`src/rtl/rr_grant_encoder.sv`:
```
// rr_grant_encoder: round-robin arbiter over NUM_CLIENTS request lines.
// It presents a registered one-hot grant and its binary index through a
// valid/ready handshake. Back-to-back grants are issued without a bubble
// while the consumer keeps gnt_ready high. A presented grant stays stable
// until it is accepted.
module rr_grant_encoder #(
    parameter int NUM_CLIENTS = 16,
    localparam int IDX_W = (NUM_CLIENTS > 1) ? $clog2(NUM_CLIENTS) : 1
) (
    input  logic                   clk,
    input  logic                   rst,
    input  logic [NUM_CLIENTS-1:0] req,
    output logic                   gnt_valid,
    input  logic                   gnt_ready,
    output logic [NUM_CLIENTS-1:0] gnt_onehot,
    output logic [IDX_W-1:0]       gnt_idx,
    output logic                   busy
);

    typedef enum logic {
        IDLE  = 1'b0,
        GRANT = 1'b1
    } state_t;

    state_t state;

    // Index of the most recently accepted client; the search starts just above it.
    logic [IDX_W-1:0] last_idx;

    // Combinational arbitration signals
    logic [IDX_W-1:0]       ptr;
    logic [NUM_CLIENTS-1:0] above_ptr;
    logic [NUM_CLIENTS-1:0] hi;
    logic [NUM_CLIENTS-1:0] pick_src;
    logic [NUM_CLIENTS-1:0] win_onehot;
    logic [IDX_W-1:0]       win_idx;
    logic                   any_req;

    // Builds the constant mask of client positions whose index has bit b set.
    function automatic logic [NUM_CLIENTS-1:0] idx_mask(input int b);
        logic [NUM_CLIENTS-1:0] m;
        m = '0;
        for (int i = 0; i < NUM_CLIENTS; i++) begin
            m[i] = ((i >> b) & 1) != 0;
        end
        return m;
    endfunction

    // In GRANT the pointer used is the index being presented. It becomes the
    // new last_idx on acceptance, so the same-cycle re-arbitration already
    // sees the updated pointer. In IDLE the stored pointer is used.
    assign ptr = (state == GRANT) ? gnt_idx : last_idx;

    // Thermometer of positions strictly above the pointer. This is a plain
    // compare per bit, so no shifter is needed for non-power-of-two sizes.
    for (genvar i = 0; i < NUM_CLIENTS; i++) begin : g_above
        assign above_ptr[i] = (32'(i) > 32'(ptr));
    end

    assign any_req  = |req;
    assign hi       = req & above_ptr;
    assign pick_src = (|hi) ? hi : req;

    // The lowest set bit is isolated with the two's-complement trick x & -x.
    // The result is one-hot, or all-zero when nobody requests.
    assign win_onehot = pick_src & ((~pick_src) + NUM_CLIENTS'(1));

    // Each index bit is the OR of the grant bits whose position has that bit set.
    // There is no priority loop on this path. Unused codes can never appear
    // because win_onehot only has bits below NUM_CLIENTS.
    for (genvar b = 0; b < IDX_W; b++) begin : g_idx
        localparam logic [NUM_CLIENTS-1:0] MASK = idx_mask(b);
        assign win_idx[b] = |(win_onehot & MASK);
    end

    // Grant state machine with registered outputs and the round-robin pointer.
    always_ff @(posedge clk or posedge rst) begin
        if (rst) begin
            state      <= IDLE;
            gnt_valid  <= 1'b0;
            gnt_onehot <= '0;
            gnt_idx    <= '0;
            busy       <= 1'b0;
            last_idx   <= IDX_W'(NUM_CLIENTS - 1);
        end else begin
            case (state)
                IDLE: begin
                    if (any_req) begin
                        state      <= GRANT;
                        gnt_valid  <= 1'b1;
                        busy       <= 1'b1;
                        gnt_onehot <= win_onehot;
                        gnt_idx    <= win_idx;
                    end
                end
                GRANT: begin
                    if (gnt_ready) begin
                        last_idx <= gnt_idx;
                        if (any_req) begin
                            gnt_onehot <= win_onehot;
                            gnt_idx    <= win_idx;
                        end else begin
                            state      <= IDLE;
                            gnt_valid  <= 1'b0;
                            busy       <= 1'b0;
                            gnt_onehot <= '0;
                            gnt_idx    <= '0;
                        end
                    end
                end
                default: begin
                    state      <= IDLE;
                    gnt_valid  <= 1'b0;
                    busy       <= 1'b0;
                    gnt_onehot <= '0;
                    gnt_idx    <= '0;
                end
            endcase
        end
    end

    // Structural invariants of the grant outputs.
    a_onehot_iff_valid : assert property (@(posedge clk) disable iff (rst)
        (gnt_valid ? $onehot(gnt_onehot) : (gnt_onehot == '0)));

    a_idx_matches : assert property (@(posedge clk) disable iff (rst)
        gnt_valid |-> (32'(gnt_idx) < NUM_CLIENTS) && gnt_onehot[gnt_idx]);

    a_stable_under_backpressure : assert property (@(posedge clk) disable iff (rst)
        (gnt_valid && !gnt_ready) |=> (gnt_valid && $stable(gnt_onehot) && $stable(gnt_idx)));

endmodule

```
`config.mk`:
```
export PLATFORM = sky130hd
export DESIGN_NAME = rr_grant_encoder
export DESIGN_NICKNAME = d
export VERILOG_FILES = /design/src/rtl/rr_grant_encoder.sv
export SDC_FILE = /design/constraint.sdc
export NUM_CORES = 1
export LEC_CHECK = 0
export BUFFER_PORTS_ARGS = -buffer_cell sky130_fd_sc_hd__buf_2
export CORE_MARGIN = 2
export CORE_UTILIZATION = 60
export DETAILED_ROUTE_END_ITERATION = 10
export GPL_TIMING_DRIVEN = 0
export PLACE_DENSITY = 0.94
export SYNTH_ARGS = -nofsm -noshare
export SYNTH_HDL_FRONTEND = slang
export SYNTH_SLANG_ARGS = --single-unit
export TNS_END_PERCENT = 50
```
`constraint.sdc`:
```
create_clock -name clk -period 5.32 [get_ports clk]
set_clock_uncertainty 0.2 [all_clocks]
set_input_delay 0.266 -clock clk [delete_from_list [all_inputs] [get_ports clk]]
set_output_delay 0.266 -clock clk [all_outputs]
set_load 0.05 [all_outputs]
```
Word level (Yosys, flattened, before mapping)
Index checks and enable logic that the tools add are counted.

Flip-flop bits (word level): 26. Output and inout bits: 22. Word-level logic and storage cells: 54.

Add/sub/neg operators: 1. $lt $le $gt $ge: 15. Eq/ne operators: 3. Mux-type cells: 17. Bitwise operators: 4. Reductions and logical operators: 9.

Operators with widths (count): $mux W16 (4); $and A16 B16 Y16 (2); $gt A4 B4 Y1 const A (8); $pmux W16 S2 (1); $reduce_or A16 Y1 (2); $reduce_or A8 Y1 (4); $add A16 B1 Y16 const B (1); $gt A3 B4 Y1 const A (4); $mux W4 (4); $not A16 Y16 (1); $gt A2 B4 Y1 const A (2); $pmux W4 S2 (1); $ne A2 B2 Y1 const B (3); $mux W1 (5); $gt A1 B4 Y1 const A (1); $pmux W1 S2 (2); $reduce_and A2 Y1 (2); $reduce_and A3 Y1 (1); $not A1 Y1 (1).

Logic depth before layout (Yosys ltp)
Depth after elaboration: 12. Gate-level depth with buffers: 13. Gate-level depth less buffers: 9.

Worst setup path before layout
No wires, ideal clock.

Path type: register to register. From: register gnt_idx[0]. To: register gnt_idx[2]. Setup time: 141 ps. Arrival time: 2847 ps. Data required time: 4979 ps. Slack: 2132 ps. Stages on the path, launching flop included: 12. Path buffers: 2. Clock period less this slack: 3188 ps. Cells stage by stage: dfrtp_1 > buf_2 > nand2_1 > a2111oi_2 > o32ai_1 > nor4b_4 > nand2_4 > buf_6 > o21ai_0 > and4b_1 > a211oi_2 > a41oi_2.

Cells in the longest elaborated chain, start to end: 12. Elaborated cells between the ends (all ways): 27. Classes of those cells: add/sub: 1; order compare: 15; mux: 6; bitwise: 3; reduce/logical: 2.

RTL lines: start, declared (line 16) `output logic [IDX_W-1:0] gnt_idx,`; start signal, assigned (line 93) `gnt_idx <= win_idx;`; start signal, assigned (line 101) `gnt_idx <= win_idx;`; $mux W4 * (line 52) `assign ptr = (state == GRANT) ? gnt_idx : last_idx;`; $gt A1 B4 Y1 (tied with other cells) (line 57) `assign above_ptr[i] = (32'(i) > 32'(ptr));`; $and A16 B16 Y16 * (line 61) `assign hi = req & above_ptr;`; $reduce_or A16 Y1 (line 62) `assign pick_src = (|hi) ? hi : req;`; $mux W16 * (line 62); $not A16 Y16 (line 66) `assign win_onehot = pick_src & ((~pick_src) + NUM_CLIENTS'(1));`; $add A16 B1 Y16 (line 66); $and A16 B16 Y16 * (line 66); $reduce_or A8 Y1 * (line 73) `assign win_idx[b] = |(win_onehot & MASK);`; $mux W4 (line 99) `if (any_req) begin`; $mux W4 (line 97) `if (gnt_ready) begin`; $pmux W4 S2 * (line 86) `case (state)`.

Mark *: on every way between the ends. The rest lies on a longest branch, timed or not. The select of a mux whose other input is x is not followed. A chain may end at the register's enable or synchronous reset.

Worst setup path after layout
From: input port req[2]. To: register gnt_idx[2].

Cells in the longest elaborated chain, start to end: 10. Elaborated cells between the ends (all ways): 14. Classes of those cells: add/sub: 1; eq/ne: 1; mux: 5; bitwise: 3; reduce/logical: 4.

RTL lines: start, declared (line 12) `input logic [NUM_CLIENTS-1:0] req,`; $and A16 B16 Y16 (line 61); $reduce_or A16 Y1 (line 62); $mux W16 (line 62); $not A16 Y16 (line 66); $add A16 B1 Y16 (line 66); $and A16 B16 Y16 (line 66); $reduce_or A8 Y1 (line 73); $mux W4 (line 99); $mux W4 (line 97); $pmux W4 S2 (line 86).

Parallel ways exist; a longest one is shown, timed or not. The select of a mux whose other input is x is not followed.

==> results.json <==
{
  "outcome": "finished clean",
  "via_per_inst": 6.76,
  "synth_flop_cell": "dfrtp_1",
  "grt_usage": 0.318,
  "synth.top_cell.area_share": 0.265,
  "ant_nets": 0,
  "hold_viol_final": 0,
  "ff2ff_setup_slack_ps": 1690,
  "ys_seq_area_frac": 0.315,
  "fp.dieW_um": 62.9,
  "die_h_um": 62.9,
  "power_uw": 973,
  "avgSynthCellArea_um2": 8.56,
  "grt_antenna_before_repair": 0,
  "slew_viol_final": 0,
  "maxCapViolations": 0,
  "rows": 21,
  "cts.reportedPaths.clkPinSlew_ps": 150,
  "finalSetupViolCount": 0,
  "worst_pin_slew_ps": 995,
  "p_leak_nw": 1.11,
  "gr-usage-met1": 0.447,
  "grt_pass1_vias": 1967,
  "finalSetupTns_ps": 0,
  "swShare": 0.491,
  "grt_util_met3": 0.0559,
  "die_area_mm2": 0.00396,
  "p_seq_frac": 0.290,
  "initial_core_util": 0.624,
  "grt-ovfl-total": 0,
  "power_frac_comb": 0.569,
  "relSlewSlack": 0.336,
  "crit_path_end_kind": "register",
  "max_freq_mhz": 273,
  "dp_hpwl_um": 4710,
  "wl_per_cell_um": 18.5,
  "rsz0062_at_grt": "no",
  "clkLatencyLatePin_ps": 320,
  "synth_edf_count": 0,
  "synth_fp_nets": 262,
  "drt_iter0_markers": 257,
  "cts_tree": "done",
  "htree_levels": 1,
  "numPortBuffers": 40,
  "yosysUniqueCellTypes": 70,
  "grt_use_met2": 0.492,
  "final.period_utilization": 0.688,
  "nNetsFinal": 309,
  "netlist_area_mm2": 0.00208,
  "grt_pass1_wl_um": 9920,
  "synthTopCellsByCount": "nand2_1, o21ai_0, dfrtp_1",
  "route.vias.total": 2266,
  "synth_most_common_cell": "nand2_1",
  "peakVddDrop_v": 0.000296,
  "first_pass_iters": 8,
  "synth_cells": 243,
  "path_class": "input pin to register",
  "gp_congestion": 0.972,
  "ys_ff_latch": 26,
  "async_reset_ff_frac": 1.00,
  "critical_path.max_fanout": 10,
  "pwr-share-clk": 0.141,
  "clockBufferDepth": 2,
  "ios": 41,
  "ys_top_cells_by_area": "dfrtp_1, o21ai_0, nand2_1",
  "synth_top_cell_by_area": "dfrtp_1",
  "yosysWarnings": 0,
  "cts_buffers": 3,
  "cts-root-buf": "clkbuf_4",
  "switchingPower_uw": 477,
  "period_minus_slack_ps": 3660,
  "powerDensity_mw_per_mm2": 403,
  "post-cts-setup-buffer-count": 0,
  "p_int_uw": 495,
  "syn_to_final_growth_pct": 15.9,
  "drive_gt1_frac": 0.284,
  "arrival_ps": 3710,
  "startpoint_type": "input pin",
  "wirelength_um": 6210,
  "grt_start_max_net_pins": 27,
  "min_path_type": "input pin to register",
  "top_usage_layer": "met2",
  "cts_num_sinks": 26,
  "core_mm2": 0.00334,
  "n_antenna_cell": 0,
  "route.detailed.drc": 0,
  "cp_data_required_time_ps": 5370
}
power by group through the flow:
stage | logic, mW | clock network [mW] | registers, mW
after floorplan | 0.306 | 0 | 0.380
after global placement | 0.524 | 0 | 0.279
after detailed placement | 0.533 | 0 | 0.283
after CTS | 0.538 | 0.139 | 0.279
after global routing | 0.587 | 0.149 | 0.285
final | 0.553 | 0.137 | 0.282
metrics by stage:
| step | setup WS [ps] | utilization | instance area, µm² | hold slack (ps) | instances |
|---|---|---|---|---|---|
| 2_1_floorplan | 2130 | - | 2080 | 103 | 243 |
| 3_3_place_gp | 1820 | 0.701 | 2340 | 257 | 329 |
| 3_5_place_dp | 1840 | 0.701 | 2340 | 265 | 329 |
| 4_1_cts | 1820 | 0.720 | 2400 | 3.99 | 334 |
| 5_1_grt | 1440 | 0.723 | 2410 | 14.0 | 335 |
| 6_report | 1660 | 0.723 | 2410 | 27.3 | 335 |
kinds of logic (layout without fill, tap and decap cells):
family          Yosys count  count (layout)  share of synthesized area
flops                    26              26                      0.315
compound gates           93              93                      0.343
simple gates             90              90                      0.232
buf+inv                  27              73                     0.0704
mux                       7               7                     0.0397
layer usage:
metal,wire length [µm],up-vias
li1,-,1015
met1,2510,1052
met2,2720,163
met3,666,36
met4,313,0
met5,0,-
worst max-delay path, stage by stage:
cell           delay (ps)
dlygate4sd3_1         530
buf_2                 150
or4_1                 610
nor4_1                750
nand3_1               280
o21ai_1               350
clkbuf_1              450
a21oi_1               150
a41oi_2               180
registers in the layout, summed over array words and instances, names as in the netlist:
register	cells
last_idx	4
gnt_onehot	16
busy	1
gnt_idx	4
state	1
area by class of cell:
type | count | area, µm²
Buffer | 17 | 109
Sequential cell | 26 | 656
Clock inverter | 1 | 30.0
Timing Repair Buffer | 42 | 220
Multi-Input combinational cell | 190 | 1280
Fill cell | 286 | 926
Inverter | 10 | 37.5
Tap cell | 46 | 57.6
Clock buffer | 3 | 22.5
final timing paths:
| kind | from | endpoint | depth (start not counted) |
|---|---|---|---|
| worst max-delay path | req[2] | gnt_idx[2]$_DFFE_PP0P_ | 9 |
| worst min-delay path | req[0] | gnt_onehot[0]$_DFFE_PP0P_ | 2 |
| worst max register to register | state$_DFF_PP0_ | gnt_idx[1]$_DFFE_PP0P_ | 13 |
| worst min register to register | gnt_onehot[3]$_DFFE_PP0P_ | gnt_onehot[3]$_DFFE_PP0P_ | 2 |
| max in group asynchronous | rst | gnt_onehot[10]$_DFFE_PP0P_ | 3 |
| min in group asynchronous | rst | gnt_idx[1]$_DFFE_PP0P_ | 3 |
placed cells by master, fill, tap and decap left out, types with 3 or more instances in the layout:
cell	count
a21o_1	4
a21oi_1	10
a22o_1	3
a31oi_1	4
a32o_1	4
buf_2	49
buf_6	4
clkbuf_1	3
clkbuf_4	3
dfrtp_1	22
dfstp_2	4
inv_1	10
mux2_2	3
nand2_1	30
nand2b_1	4
nand3_1	5
nor2_1	17
nor3_1	8
nor4_1	4
o211ai_1	4
o21ai_0	24
o21ai_1	3
o22ai_1	3
what timing repair did:
| action | in CTS | in global routing |
|---|---|---|
| resized for setup | 0 | 0 |
| hold buffers | 1 | 1 |
| setup endpoints to repair | 0 | 0 |
| hold endpoints to repair | 22 | 1 |
Note: power is estimated with default switching activity, not from simulation.
